`config.mk`:
```
export PLATFORM = sky130hd
export DESIGN_NAME = ibpl_input_cond
export DESIGN_NICKNAME = d
export VERILOG_FILES = /design/src/rtl/ibpl_pkg.sv /design/src/rtl/ibpl_chan_cond.sv /design/src/rtl/ibpl_input_cond.sv
export SDC_FILE = /design/constraint.sdc
export NUM_CORES = 1
export LEC_CHECK = 0
export ABC_AREA = 1
export CAP_MARGIN = 20
export CELL_PAD_IN_SITES_DETAIL_PLACEMENT = 1
export CELL_PAD_IN_SITES_GLOBAL_PLACEMENT = 2
export CORE_MARGIN = 3
export CORE_UTILIZATION = 40
export CTS_BUF_LIST = sky130_fd_sc_hd__clkbuf_16
export DETAILED_ROUTE_END_ITERATION = 16
export PLACE_DENSITY_LB_ADDON = 0.1
export SYNTH_ARGS = -nofsm -noshare
export SYNTH_HDL_FRONTEND = slang
export SYNTH_HIERARCHICAL = 1
export SYNTH_SLANG_ARGS = --single-unit
```
`constraint.sdc`:
```
create_clock -name clk -period 4.6 [get_ports clk]
set_input_delay 0.92 -clock clk [delete_from_list [all_inputs] [get_ports clk]]
set_output_delay 0.92 -clock clk [all_outputs]
set_load 0.01 [all_outputs]
```
`src/rtl/ibpl_pkg.sv`:
```
// Shared constants for the interbackplane input path, so the cardlets and the
// conditioning block agree on counter widths and default LED timing.
package ibpl_pkg;

  localparam int ACT_CNT_W  = 16;
  localparam int FILT_CNT_W = 8;

  // 125 MHz system clock, 100 us activity tick, 100 ms LED stretch
  localparam int CLK_FREQ_HZ = 125_000_000;
  localparam int TICK_US     = 100;
  localparam int STRETCH_MS  = 100;

  localparam int DEF_PRESC     = (CLK_FREQ_HZ / 1_000_000) * TICK_US;
  localparam int DEF_ACT_TICKS = (STRETCH_MS * 1000) / TICK_US;
  localparam int DEF_FILT_LEN  = 4;

endpackage

```
`src/rtl/ibpl_chan_cond.sv`:
```
// One input channel: 2-FF synchroniser, glitch filter, registered edge pulses
// and the retriggerable activity stretch counter that drives the cardlet LED.
module ibpl_chan_cond
  import ibpl_pkg::*;
#(
  parameter int FILT_LEN  = DEF_FILT_LEN,
  parameter int ACT_TICKS = DEF_ACT_TICKS
) (
  input  logic clk,
  input  logic rst,
  input  logic raw_in,
  input  logic enable,
  input  logic tick,
  output logic in_filt,
  output logic rise_pulse,
  output logic fall_pulse,
  output logic input_act
);

  localparam logic [FILT_CNT_W-1:0] FILT_LAST = FILT_CNT_W'(FILT_LEN - 1);
  localparam logic [ACT_CNT_W-1:0]  ACT_LOAD  = ACT_CNT_W'(ACT_TICKS);

  logic                  sync1;
  logic                  s;
  logic                  q;
  logic                  q_d;
  logic [FILT_CNT_W-1:0] cnt;
  logic [ACT_CNT_W-1:0]  act_cnt;
  logic                  q_changed;

  assign q_changed = q ^ q_d;

  always_ff @(posedge clk or posedge rst) begin
    if (rst) begin
      sync1 <= 1'b0;
      s     <= 1'b0;
    end else begin
      sync1 <= raw_in;
      s     <= sync1;
    end
  end

  // Any return to the accepted level restarts the count, so short glitches vanish
  always_ff @(posedge clk or posedge rst) begin
    if (rst) begin
      q   <= 1'b0;
      cnt <= '0;
    end else if (s == q) begin
      cnt <= '0;
    end else if (cnt == FILT_LAST) begin
      q   <= s;
      cnt <= '0;
    end else begin
      cnt <= cnt + FILT_CNT_W'(1);
    end
  end

  always_ff @(posedge clk or posedge rst) begin
    if (rst) begin
      q_d        <= 1'b0;
      in_filt    <= 1'b0;
      rise_pulse <= 1'b0;
      fall_pulse <= 1'b0;
    end else begin
      q_d        <= q;
      in_filt    <= q & enable;
      rise_pulse <= q & ~q_d & enable;
      fall_pulse <= ~q & q_d & enable;
    end
  end

  // A reload on an edge takes priority over a coincident tick decrement
  always_ff @(posedge clk or posedge rst) begin
    if (rst) begin
      act_cnt <= '0;
    end else if (!enable) begin
      act_cnt <= '0;
    end else if (q_changed) begin
      act_cnt <= ACT_LOAD;
    end else if (tick && (act_cnt != '0)) begin
      act_cnt <= act_cnt - ACT_CNT_W'(1);
    end
  end

  always_ff @(posedge clk or posedge rst) begin
    if (rst) begin
      input_act <= 1'b0;
    end else begin
      input_act <= (act_cnt != '0);
    end
  end

endmodule

```
`src/rtl/ibpl_input_cond.sv`:
```
// Input conditioning for all interbackplane channels: one shared activity
// prescaler plus an independent conditioning slice per channel.
module ibpl_input_cond
  import ibpl_pkg::*;
#(
  parameter int N_CH      = 8,
  parameter int FILT_LEN  = DEF_FILT_LEN,
  parameter int PRESC     = DEF_PRESC,
  parameter int ACT_TICKS = DEF_ACT_TICKS
) (
  input  logic            clk,
  input  logic            rst,
  input  logic [N_CH-1:0] internal_in,
  input  logic [N_CH-1:0] input_enable,
  output logic [N_CH-1:0] in_filt,
  output logic [N_CH-1:0] rise_pulse,
  output logic [N_CH-1:0] fall_pulse,
  output logic [N_CH-1:0] input_act
);

  localparam int PRESC_W = $clog2(PRESC);

  logic [PRESC_W-1:0] presc_cnt;
  logic               tick;

  assign tick = (presc_cnt == PRESC_W'(PRESC - 1));

  // Free-running; channel events never disturb the tick phase
  always_ff @(posedge clk or posedge rst) begin
    if (rst) begin
      presc_cnt <= '0;
    end else if (tick) begin
      presc_cnt <= '0;
    end else begin
      presc_cnt <= presc_cnt + PRESC_W'(1);
    end
  end

  for (genvar i = 0; i < N_CH; i++) begin : g_chan
    ibpl_chan_cond #(
      .FILT_LEN  (FILT_LEN),
      .ACT_TICKS (ACT_TICKS)
    ) u_chan (
      .clk        (clk),
      .rst        (rst),
      .raw_in     (internal_in[i]),
      .enable     (input_enable[i]),
      .tick       (tick),
      .in_filt    (in_filt[i]),
      .rise_pulse (rise_pulse[i]),
      .fall_pulse (fall_pulse[i]),
      .input_act  (input_act[i])
    );
  end

endmodule

```
==> run_summary.xml, run 1 <==
<?xml version="1.0" encoding="UTF-8"?>
<metrics>
  <group name="die">
    <metric name="boundaryPins" unit="">50</metric>
    <metric name="placementRows" unit="">71</metric>
    <metric name="core_area" unit="um2">37930</metric>
    <metric name="die_w" unit="um">203.0</metric>
    <metric name="initial_standard_cell_utilization_of_the_core" unit="">0.4092</metric>
    <metric name="floorplan.die.height" unit="um">203.0</metric>
    <metric name="die-area" unit="um2">41200</metric>
  </group>
  <group name="global_route">
    <metric name="globalRouteTotalUtil" unit="">0.1895</metric>
    <metric name="grt_start_max_net_pins" unit="">41</metric>
    <metric name="global_route_wire_length_before_repair" unit="mm">66.29</metric>
    <metric name="vias_in_the_first_global_route" unit="">14057</metric>
    <metric name="antenna_found_initial" unit="">0</metric>
    <metric name="globalRouteOverflowTotal" unit="">0</metric>
  </group>
  <group name="worst_setup_path">
    <metric name="setup.worst_path.end" unit="">g_chan[1].u_chan/act_cnt[4]</metric>
    <metric name="critPathRequiredTime" unit="ps">5040</metric>
    <metric name="timing.critical_path.fanout_max" unit="">38</metric>
    <metric name="reg2reg_from" unit="">presc_cnt[0]</metric>
    <metric name="crit_path_start_kind" unit="">flip-flop</metric>
    <metric name="critical_path_top_delay_cell" unit="">clkinv_2</metric>
    <metric name="number_of_cell_instances_on_the_worst_register_to_register_path" unit="">11</metric>
    <metric name="chain_of_cells_forming_the_critical_path" unit="">ha_1, nand3_1, nor2_1, nand2_1, clkinv_2, buf_4, nand2_4, nand2_4, inv_1, nand2_1, o21ai_0</metric>
    <metric name="r2r-end" unit="">g_chan[1].u_chan/act_cnt[4]</metric>
    <metric name="worst-setup-path-type" unit="">reg -&gt; reg</metric>
    <metric name="crit_path_max_incr_delay" unit="ps">550</metric>
    <metric name="critical_path.endpoint_type" unit="">flip-flop</metric>
    <metric name="reg2reg_setup_slack" unit="ps">1980</metric>
    <metric name="critical_path.startpoint" unit="">presc_cnt[0]</metric>
    <metric name="cp_data_arrival_time" unit="ps">3060</metric>
  </group>
  <group name="cells_and_area">
    <metric name="layoutNonFillerInstCount" unit="">2655</metric>
    <metric name="antenna-diode-count" unit="">0</metric>
    <metric name="flow.area_growth_from_synthesis" unit="%">13.06</metric>
    <metric name="final_util" unit="">0.4626</metric>
    <metric name="post_route_cells_drive_above_1_share" unit="">0.1287</metric>
    <metric name="fin_nets" unit="">2171</metric>
    <metric name="final.fill_count" unit="">4757</metric>
  </group>
  <group name="clock_tree">
    <metric name="cts_tree" unit="">yes</metric>
    <metric name="postCtsHoldBufs" unit="">0</metric>
    <metric name="path_clk_slew" unit="ps">50</metric>
    <metric name="cts_buffers" unit="">35</metric>
    <metric name="cts_buffer_depth" unit="">3</metric>
    <metric name="ctsResizeCount" unit="">0</metric>
    <metric name="cts.sink_count" unit="">270</metric>
    <metric name="post-cts-setup-buffer-count" unit="">0</metric>
    <metric name="htree_levels" unit="">2</metric>
    <metric name="worst_skew_pair.late_latency" unit="ps">540</metric>
    <metric name="clk_root_buffer_cell" unit="">clkbuf_16</metric>
  </group>
  <group name="pwr">
    <metric name="total_power_divided_by_cell_area" unit="nW/um2">582.6</metric>
    <metric name="p_total" unit="mW">10.22</metric>
    <metric name="ir_drop" unit="mV">0.3998</metric>
    <metric name="power.static_leakage" unit="nW">8.730</metric>
  </group>
  <group name="placement">
    <metric name="io_buffer_count" unit="">49</metric>
    <metric name="gp_congestion" unit="">0.7740</metric>
    <metric name="place_hpwl" unit="mm">26.96</metric>
    <metric name="post-place-cells" unit="">2593</metric>
  </group>
  <group name="logic_synthesis">
    <metric name="ys_seq_area_frac" unit="">0.4353</metric>
    <metric name="synth_top_cells_by_area" unit="">dfrtp_1 (44%), nand2_1 (11%), nor2_1 (8.7%), inv_1 (6.8%), nand3_1 (6.1%)</metric>
    <metric name="yosysTopAreaCellShare" unit="">0.4353</metric>
    <metric name="synth.net_count" unit="">2113</metric>
    <metric name="synth_area_per_cell" unit="um2">7.531</metric>
    <metric name="postSynthCellCount" unit="">2061</metric>
    <metric name="ys_ff_latch" unit="">270</metric>
    <metric name="ys_types" unit="">26</metric>
    <metric name="yosysTopAreaCell" unit="">dfrtp_1</metric>
    <metric name="post_synth_instance_area" unit="um2">15520</metric>
    <metric name="number_of_warnings_printed_during_yosys_synthesis" unit="">6</metric>
  </group>
  <group name="timing">
    <metric name="slew-limit-headroom" unit="">0.4616</metric>
    <metric name="final.setup.tns" unit="ps">0</metric>
    <metric name="min_period_over_period" unit="">0.5701</metric>
    <metric name="worst_hold_slack" unit="ps">349.4</metric>
    <metric name="setup_viol" unit="">0</metric>
    <metric name="max_freq" unit="GHz">0.3813</metric>
    <metric name="report.final.slew_viol_count" unit="">0</metric>
    <metric name="rsz0062_at_grt" unit="">no</metric>
    <metric name="min_period" unit="ps">2623</metric>
    <metric name="actual_transition_at_the_worst_max_transition_pin" unit="ps">806.7</metric>
    <metric name="clock-skew-final" unit="ps">18.70</metric>
    <metric name="timing.final.hold_violations" unit="">0</metric>
  </group>
  <group name="run">
    <metric name="max_cap_viol_count" unit="">0</metric>
  </group>
  <group name="detailed_routing">
    <metric name="firstDrtPassIters" unit="">4</metric>
    <metric name="totalWireLength" unit="mm">37.29</metric>
    <metric name="wl_per_cell" unit="um">14.04</metric>
    <metric name="vias_per_cell" unit="">4.880</metric>
    <metric name="drc_violation_count_after_routing" unit="">0</metric>
    <metric name="routed-via-count" unit="">12957</metric>
    <metric name="first_iter_violations" unit="">471</metric>
    <metric name="detail-route-antenna-nets" unit="">0</metric>
  </group>
  <group name="outcome">
    <metric name="status" unit="">finished clean</metric>
  </group>
  <group name="worst_hold_path">
    <metric name="min_from" unit="">g_chan[4].u_chan/sync1</metric>
    <metric name="hp-class" unit="">reg -&gt; reg</metric>
  </group>
</metrics>
==> stage by stage <==
step | cell area, um2 | setup WS [ps]
after floorplan | 15520 | 2316
after global placement | 16470 | 1810
after detailed placement | 16470 | 1782
after CTS | 17550 | 1922
after global routing | 17550 | 1708
final | 17550 | 1977
==> final cells by class <==
type,count,area [um2],share of cell area
Inverter,335,1259,0.07173
Multi-Input combinational cell,1418,7239,0.4125
Sequential cell,270,6756,0.3850
Clock inverter,25,150.1,0.008556
Clock buffer,37,925.9,0.05276
Timing Repair Buffer,59,578.1,0.03294
Tap cell,511,639.4,0.03643
==> power by group <==
group          switching, mW  leakage [nW]  internal, mW
Clock                   1.02         0.569          1.55
Combinational           2.86          4.63          1.49
Sequential             0.468          3.53          2.84
==> placed cells by master (no fill, tap or decap), drive strengths merged <==
cell type      synthesis  layout
nand4                 69      69
nor3b                  1       1
clkbuf                 8      37
a21oi                 33      33
xnor2                 17      17
ha                    34      34
xor2                   4       4
nand3                234     234
bufinv                 0       2
nor3                  30      30
o21bai                 1       1
o21ai                 91      91
nor2                 407     407
clkdlybuf4s50          0      49
nand2                491     491
buf                   30      10
inv                  335     345
clkinv                 0      13
or3                    6       6
dfrtp                270     270
==> synthesized netlist by cell type <==
cell type,count
nand3_2,46
nor2_2,23
nand2_2,15
nand2_1,450
clkbuf_1,8
o21bai_1,1
nor2_1,360
nand2_4,26
xnor2_1,17
nor3b_2,1
nor2_4,24
a21oi_1,33
xor2_1,4
buf_2,16
buf_6,14
inv_2,54
nand3_1,188
ha_1,34
dfrtp_1,270
o21ai_1,24
inv_1,281
nor3_1,30
nand4_1,69
or3_1,6
o21ai_2,34
o21ai_0,33
==> cells by family (layout without fill, tap and decap cells) <==
kind of cell | count (synthesis) | after routing | share of synthesized area
AOI/OAI and AO/OA | 125 | 125 | 0.04869
xor gates and xnor gates | 21 | 21 | 0.01185
adders and majority gates | 34 | 34 | 0.02741
buffers and inverters | 373 | 456 | 0.09827
DFF | 270 | 270 | 0.4353
and+or+nand+nor | 1238 | 1238 | 0.3785
==> flip-flops by register name, summed over array words and instances (netlist names) <==
name,count
g_chan.u_chan/fall_pulse,8
g_chan.u_chan/rise_pulse,8
g_chan.u_chan/in_filt,8
g_chan.u_chan/sync1,8
g_chan.u_chan/input_act,8
g_chan.u_chan/q,8
g_chan.u_chan/q_d,8
g_chan.u_chan/act_cnt,128
g_chan.u_chan/cnt,64
presc_cnt,14
g_chan.u_chan/s,8
==> metal layers <==
metal  track usage  routed length (um)  vias to the layer above
li1              -                   -                     6585
met1        0.2418               17430                     6245
met2        0.3351               18230                       83
met3       0.03207                 921                       44
met4       0.04652                 709                        0
met5             0                   0                        -
==> how the worst min path moves through the flow <==
stage                         end  slack (ps)  cells past startpoint
2_1_floorplan  g_chan[0].u_chan/s         330                      0
3_3_place_gp   g_chan[3].u_chan/s         330                      0
3_5_place_dp   g_chan[4].u_chan/s         340                      0
4_1_cts        g_chan[4].u_chan/s         350                      0
5_1_grt        g_chan[1].u_chan/s         370                      0
6_report       g_chan[4].u_chan/s         350                      0
==> worst max-delay path, delay by kind of cell, from the launching register on <==
family                   cells  cell delay (ps)
buffers and inverters        3             1130
AND/OR/NAND/NOR              6              650
flip-flops                   1              410
adder cells (fa/ha/maj)      1              230
AO/OA/AOI/OAI                1               90
No activity file was read; power rests on OpenSTA's default activity.
==> run 2, diff against run 1 <==
Settings changed: CORE_UTILIZATION 40 to 33.
Clock period 4.6 ns to 2.37 ns, I/O delays scaled along.
==> run 2 against run 1 <==
Effect of this change: cell count is 4.3% higher; combinational power is 98% higher; clock skew is 10 ps lower; critical path depth stayed put; non-clock buffer count is 19 higher; design area is 3.4% higher; global-route usage is 2.9 points lower; via count is 0.29% higher; critical path type unchanged; critical endpoint is now g_chan[7].u_chan/act_cnt[4]; largest cell class unchanged; highest routed layer unchanged.
==> run_summary.xml, run 2 (same netlist as run 1, synthesis figures left out) <==
<?xml version="1.0" encoding="UTF-8"?>
<metrics>
  <group name="worst_setup_path">
    <metric name="timing.critical_path.fanout_max" unit="">32</metric>
    <metric name="critPathRequiredTime" unit="ps">2790</metric>
    <metric name="critical_path.endpoint_type" unit="">flip-flop</metric>
    <metric name="cp_data_arrival_time" unit="ps">2400</metric>
    <metric name="worst-setup-path-type" unit="">reg -&gt; reg</metric>
    <metric name="crit_path_max_incr_delay" unit="ps">390</metric>
    <metric name="cpLargestDelayFamily" unit="">simple AND/OR/NAND/NOR gates</metric>
    <metric name="chain_of_cells_forming_the_critical_path" unit="">ha_1, nand3_1, nor2_1, nand2_1, inv_4, buf_12, nand2_4, nand2_4, inv_1, nand2_1, o21ai_0</metric>
    <metric name="crit_path_start_kind" unit="">flip-flop</metric>
    <metric name="critical_path_top_delay_cell" unit="">dfrtp_1</metric>
    <metric name="path_buf_inv" unit="">3</metric>
  </group>
  <group name="pwr">
    <metric name="power.combinational.fraction" unit="">0.410</metric>
    <metric name="netSwitchingFraction" unit="">0.4121</metric>
    <metric name="ir_drop" unit="mV">0.6861</metric>
    <metric name="clock_power_share" unit="">0.285</metric>
    <metric name="p_total" unit="mW">21.05</metric>
    <metric name="power.static_leakage" unit="nW">8.940</metric>
    <metric name="total_switching_power" unit="mW">8.674</metric>
    <metric name="power_report.internal_total" unit="mW">12.37</metric>
    <metric name="total_power_divided_by_cell_area" unit="nW/um2">1160</metric>
    <metric name="power_frac_seq" unit="">0.305</metric>
  </group>
  <group name="die">
    <metric name="placementRows" unit="">78</metric>
    <metric name="die-area" unit="um2">49670</metric>
    <metric name="boundaryPins" unit="">50</metric>
    <metric name="floorplan.die.height" unit="um">222.9</metric>
    <metric name="initial_standard_cell_utilization_of_the_core" unit="">0.3384</metric>
    <metric name="die_w" unit="um">222.9</metric>
    <metric name="core_area" unit="um2">45870</metric>
  </group>
  <group name="cells_and_area">
    <metric name="top_regs" unit="">g_chan.u_chan/act_cnt x128, g_chan.u_chan/cnt x64, presc_cnt x14</metric>
    <metric name="finish.instance_area" unit="um2">18140</metric>
    <metric name="antenna-diode-count" unit="">0</metric>
    <metric name="largest_register_ffs" unit="">128</metric>
    <metric name="layout_common_cells" unit="">nand2_1 (450), nor2_1 (360), inv_1 (283), dfrtp_1 (270), nand3_1 (188)</metric>
    <metric name="fin_nets" unit="">2192</metric>
    <metric name="layoutNonFillerInstCount" unit="">2768</metric>
    <metric name="mostFrequentLayoutCell" unit="">nand2_1</metric>
    <metric name="flow.area_growth_from_synthesis" unit="%">16.90</metric>
    <metric name="final_util" unit="">0.3956</metric>
    <metric name="largest-register" unit="">g_chan.u_chan/act_cnt</metric>
    <metric name="post_route_cells_drive_above_1_share" unit="">0.1407</metric>
  </group>
  <group name="clock_tree">
    <metric name="clk_root_buffer_cell" unit="">clkbuf_16</metric>
    <metric name="htree_levels" unit="">2</metric>
    <metric name="cts_buffer_depth" unit="">3</metric>
    <metric name="worst_skew_pair.late_latency" unit="ps">540</metric>
    <metric name="post-cts-setup-buffer-count" unit="">0</metric>
    <metric name="cts_buffers" unit="">37</metric>
    <metric name="postCtsHoldBufs" unit="">0</metric>
    <metric name="cts.sink_count" unit="">270</metric>
    <metric name="ctsResizeCount" unit="">0</metric>
    <metric name="cts_tree" unit="">yes</metric>
    <metric name="path_clk_slew" unit="ps">60</metric>
  </group>
  <group name="detailed_routing">
    <metric name="first_iter_violations" unit="">438</metric>
    <metric name="routed-via-count" unit="">12994</metric>
    <metric name="totalWireLength" unit="mm">38.85</metric>
    <metric name="firstDrtPassIters" unit="">4</metric>
    <metric name="vias_per_cell" unit="">4.694</metric>
    <metric name="detail-route-antenna-nets" unit="">0</metric>
    <metric name="drc_violation_count_after_routing" unit="">0</metric>
    <metric name="wl_per_cell" unit="um">14.04</metric>
  </group>
  <group name="timing">
    <metric name="max_freq" unit="GHz">0.5051</metric>
    <metric name="actual_transition_at_the_worst_max_transition_pin" unit="ps">667.3</metric>
    <metric name="final.setup.tns" unit="ps">0</metric>
    <metric name="min_period_over_period" unit="">0.8353</metric>
    <metric name="slew-limit-headroom" unit="">0.5520</metric>
    <metric name="timing.final.hold_violations" unit="">0</metric>
    <metric name="worst_hold_slack" unit="ps">345.2</metric>
    <metric name="clock-skew-final" unit="ps">8.385</metric>
    <metric name="report.final.slew_viol_count" unit="">0</metric>
    <metric name="worst_slack" unit="ps">390.3</metric>
    <metric name="setup_viol" unit="">0</metric>
    <metric name="rsz0062_at_grt" unit="">no</metric>
    <metric name="min_period" unit="ps">1980</metric>
  </group>
  <group name="placement">
    <metric name="place_hpwl" unit="mm">28.47</metric>
    <metric name="gp_congestion" unit="">0.7691</metric>
    <metric name="dpl_worst_slack" unit="ps">393.1</metric>
    <metric name="post-place-cells" unit="">2701</metric>
    <metric name="placement.cell_area" unit="um2">16840</metric>
    <metric name="io_buffer_count" unit="">49</metric>
  </group>
  <group name="global_route">
    <metric name="grt_start_max_net_pins" unit="">33</metric>
    <metric name="globalRouteTotalUtil" unit="">0.1610</metric>
    <metric name="globalRouteOverflowTotal" unit="">0</metric>
    <metric name="vias_in_the_first_global_route" unit="">13875</metric>
    <metric name="global_route_wire_length_before_repair" unit="mm">68.08</metric>
    <metric name="antenna_found_initial" unit="">0</metric>
  </group>
  <group name="worst_hold_path">
    <metric name="hp-class" unit="">reg -&gt; reg</metric>
  </group>
  <group name="outcome">
    <metric name="status" unit="">finished clean</metric>
  </group>
  <group name="run">
    <metric name="max_cap_viol_count" unit="">0</metric>
  </group>
</metrics>
[run 2: cell count changes in the layout (fill, tap and decap cells not counted), sizes merged]
cell      previous run  this run
buf                 10        29
clkinv              13        15
bufinv               2         8
clkbuf              37        39
inv                345       339
clkinvlp             0         1
[run 2: worst paths after layout]
kind,cells past startpoint,end,from,slack (ps)
min reg2reg,0,g_chan[1].u_chan/s,g_chan[1].u_chan/sync1,350
max reg2reg,11,g_chan[7].u_chan/act_cnt[4],presc_cnt[0],390
max in group asynchronous,3,g_chan[4].u_chan/q_d,rst,1370
min,0,g_chan[1].u_chan/s,g_chan[1].u_chan/sync1,350
min in group asynchronous,3,presc_cnt[12],rst,720
max,11,g_chan[7].u_chan/act_cnt[4],presc_cnt[0],390
[run 2: worst register-to-register path, cell delays in order, from the launching register on]
cell     delay, ps
dfrtp_1        390
ha_1           190
nand3_1         80
nor2_1         110
nand2_1        160
inv_4          160
buf_12         220
nand2_4        120
nand2_4        180
inv_1          110
nand2_1         70
o21ai_0         70
[run 2: cell type report]
class / instances / area (um2)
well taps: 600 / 750.7
multi-input cells: 1418 / 7239
inverters: 335 / 1260
repair buffers: 78 / 833.3
clock buffers: 39 / 975.9
flip-flops and latches: 270 / 6756
clock inverters: 28 / 327.8
fillers: 5621 / 27730
[run 2: power by group through the flow]
stage / clock (mW) / sequential [mW] / combinational [mW]
after floorplan: 0 / 6.34 / 6.67
after global routing: 6.46 / 6.60 / 9.90
final: 5.99 / 6.43 / 8.63
after CTS: 6.25 / 6.45 / 8.83
after detailed placement: 0 / 6.52 / 8.78
after global placement: 0 / 6.48 / 8.60
[run 2: layer usage]
metal	up-vias	GRT usage	wire (um)
met1	6220	0.2142	18790
li1	6616	-	-
met5	-	0	0
met2	106	0.2728	18220
met3	52	0.02368	1060
met4	0	0.04676	773
==> run 3, diff against run 2 <==
Settings changed: CORE_UTILIZATION 33 to 37.
Clock period 2.37 ns to 2 ns, I/O delays scaled along.
==> run 3 against run 2 <==
Effect of this change: clock power grew 7.3%; design area rose by 0.93%; hold slack got worse by 43 ps; critical endpoint is now g_chan[6].u_chan/act_cnt[8]; highest routed layer is now met5; maximum frequency is 5.9% higher; die area is 11% lower; largest power group unchanged.
==> run_summary.xml, run 3 (same netlist as run 1, synthesis figures left out) <==
<?xml version="1.0" encoding="UTF-8"?>
<metrics>
  <group name="cells_and_area">
    <metric name="antenna-diode-count" unit="">0</metric>
    <metric name="largest_register_ffs" unit="">128</metric>
    <metric name="largest-register" unit="">g_chan.u_chan/act_cnt</metric>
    <metric name="layout_common_cells" unit="">nand2_1 (449), nor2_1 (360), inv_1 (285), dfrtp_1 (270), nand3_1 (188)</metric>
    <metric name="top_regs" unit="">g_chan.u_chan/act_cnt x128, g_chan.u_chan/cnt x64, presc_cnt x14</metric>
    <metric name="final_util" unit="">0.4455</metric>
    <metric name="layoutNonFillerInstCount" unit="">2741</metric>
    <metric name="post_route_cells_drive_above_1_share" unit="">0.1584</metric>
    <metric name="flow.area_growth_from_synthesis" unit="%">17.98</metric>
    <metric name="fin_nets" unit="">2238</metric>
    <metric name="mostFrequentLayoutCell" unit="">nand2_1</metric>
  </group>
  <group name="run">
    <metric name="max_cap_viol_count" unit="">0</metric>
  </group>
  <group name="timing">
    <metric name="report.final.slew_viol_count" unit="">0</metric>
    <metric name="slew-limit-headroom" unit="">0.5967</metric>
    <metric name="worst_hold_slack" unit="ps">302.5</metric>
    <metric name="setup_viol" unit="">0</metric>
    <metric name="min_period" unit="ps">1870</metric>
    <metric name="min_period_over_period" unit="">0.9348</metric>
    <metric name="rsz0062_at_grt" unit="">yes</metric>
    <metric name="timing.final.hold_violations" unit="">0</metric>
    <metric name="max_freq" unit="GHz">0.5349</metric>
    <metric name="final.setup.tns" unit="ps">0</metric>
    <metric name="actual_transition_at_the_worst_max_transition_pin" unit="ps">600.6</metric>
    <metric name="clock-skew-final" unit="ps">19.20</metric>
  </group>
  <group name="detailed_routing">
    <metric name="detail-route-antenna-nets" unit="">0</metric>
    <metric name="firstDrtPassIters" unit="">4</metric>
    <metric name="totalWireLength" unit="mm">39.11</metric>
    <metric name="drc_violation_count_after_routing" unit="">0</metric>
    <metric name="wl_per_cell" unit="um">14.27</metric>
    <metric name="vias_per_cell" unit="">4.837</metric>
    <metric name="routed-via-count" unit="">13257</metric>
    <metric name="first_iter_violations" unit="">478</metric>
  </group>
  <group name="pwr">
    <metric name="ir_drop" unit="mV">0.7091</metric>
    <metric name="p_total" unit="mW">24.77</metric>
    <metric name="total_power_divided_by_cell_area" unit="nW/um2">1353</metric>
    <metric name="power.static_leakage" unit="nW">9.109</metric>
  </group>
  <group name="worst_setup_path">
    <metric name="cp_data_arrival_time" unit="ps">2290</metric>
    <metric name="critical_path_top_delay_cell" unit="">dfrtp_1</metric>
    <metric name="critPathRequiredTime" unit="ps">2420</metric>
    <metric name="worst-setup-path-type" unit="">reg -&gt; reg</metric>
    <metric name="timing.critical_path.fanout_max" unit="">31</metric>
    <metric name="critical_path.endpoint_type" unit="">flip-flop</metric>
    <metric name="chain_of_cells_forming_the_critical_path" unit="">ha_1, nand3_1, nor2_1, nand2_2, clkinvlp_4, buf_12, nand2_4, nand2_4, inv_2, nand2_1, nand2_1</metric>
    <metric name="crit_path_start_kind" unit="">flip-flop</metric>
    <metric name="crit_path_max_incr_delay" unit="ps">380</metric>
  </group>
  <group name="clock_tree">
    <metric name="cts.sink_count" unit="">270</metric>
    <metric name="cts_buffers" unit="">36</metric>
    <metric name="clk_root_buffer_cell" unit="">clkbuf_16</metric>
    <metric name="path_clk_slew" unit="ps">50</metric>
    <metric name="worst_skew_pair.late_latency" unit="ps">540</metric>
    <metric name="postCtsHoldBufs" unit="">0</metric>
    <metric name="htree_levels" unit="">2</metric>
    <metric name="cts_buffer_depth" unit="">3</metric>
    <metric name="cts_tree" unit="">yes</metric>
  </group>
  <group name="global_route">
    <metric name="globalRouteOverflowTotal" unit="">0</metric>
    <metric name="vias_in_the_first_global_route" unit="">14204</metric>
    <metric name="antenna_found_initial" unit="">1</metric>
    <metric name="globalRouteTotalUtil" unit="">0.1819</metric>
    <metric name="global_route_wire_length_before_repair" unit="mm">68.35</metric>
    <metric name="grt_start_max_net_pins" unit="">33</metric>
  </group>
  <group name="die">
    <metric name="core_area" unit="um2">41110</metric>
    <metric name="floorplan.die.height" unit="um">210.8</metric>
    <metric name="initial_standard_cell_utilization_of_the_core" unit="">0.3776</metric>
    <metric name="placementRows" unit="">74</metric>
    <metric name="die-area" unit="um2">44440</metric>
    <metric name="boundaryPins" unit="">50</metric>
    <metric name="die_w" unit="um">210.8</metric>
  </group>
  <group name="placement">
    <metric name="gp_congestion" unit="">0.7707</metric>
    <metric name="post-place-cells" unit="">2678</metric>
    <metric name="place_hpwl" unit="mm">28.55</metric>
    <metric name="io_buffer_count" unit="">49</metric>
  </group>
  <group name="worst_hold_path">
    <metric name="hp-class" unit="">in -&gt; reg</metric>
  </group>
  <group name="outcome">
    <metric name="status" unit="">finished clean</metric>
  </group>
</metrics>
## run 3: cell types whose count changed in the layout (fill, tap and decap cells not counted), moves of 2 or more
cell	before	now
buf_4	19	65
nand2_4	26	23
bufinv_16	8	5
clkinv_1	12	7
inv_1	283	285
nand2_8	0	3
## run 3: path summary, 6_finish.rpt
kind	start	to	slack [ps]	depth (start not counted)
min	internal_in[2]	g_chan[2].u_chan/sync1	300	1
min in group asynchronous	rst	presc_cnt[4]	560	3
max reg2reg	presc_cnt[1]	g_chan[6].u_chan/act_cnt[8]	130	11
max	presc_cnt[1]	g_chan[6].u_chan/act_cnt[8]	130	11
min reg2reg	g_chan[5].u_chan/sync1	g_chan[5].u_chan/s	350	0
max in group asynchronous	rst	g_chan[0].u_chan/input_act	1160	3
## run 3: where the power goes
group          switching [mW]  total (mW)  internal [mW]
sequential               1.06        7.59           6.53
combinational            6.82        10.8           3.94
clock                    2.45        6.43           3.98
## run 3: through the flow
| step | setup WS, ps | area, um2 |
|---|---|---|
| global placement | 161.8 | 17080 |
| detailed placement | 102.4 | 17080 |
| finish | 130.4 | 18310 |
| CTS | 77.13 | 18250 |
| floorplan | 36.38 | 15540 |
| global route | -5.971 | 18310 |
## run 3: area by class of cell
type / count / area (um2)
Multi-Input combinational cell: 1418 / 7268
Tap cell: 532 / 665.6
Clock inverter: 24 / 240.2
Clock buffer: 37 / 925.9
Fill cell: 5079 / 22800
Inverter: 335 / 1261
Sequential cell: 270 / 6756
Timing Repair Buffer: 125 / 1195
## run 3: routing by layer
| layer | global-route usage | wire length, um |
|---|---|---|
| met1 | 0.2385 | 18640 |
| met2 | 0.3148 | 18690 |
| met3 | 0.02777 | 1011 |
| met4 | 0.04919 | 769 |
| met5 | 0 | 8 |
## run 3: repair_timing
action,in CTS,in global routing
setup endpoints to repair,0,11
resized for setup,0,4
buffers inserted,0,1
## run 3: worst max-delay path, delay by kind of cell (launching register included)
kind	cells	cell delay, ps
adder cells (fa/ha/maj)	1	180
flip-flops	1	380
AND/OR/NAND/NOR	7	740
buffers and inverters	3	440
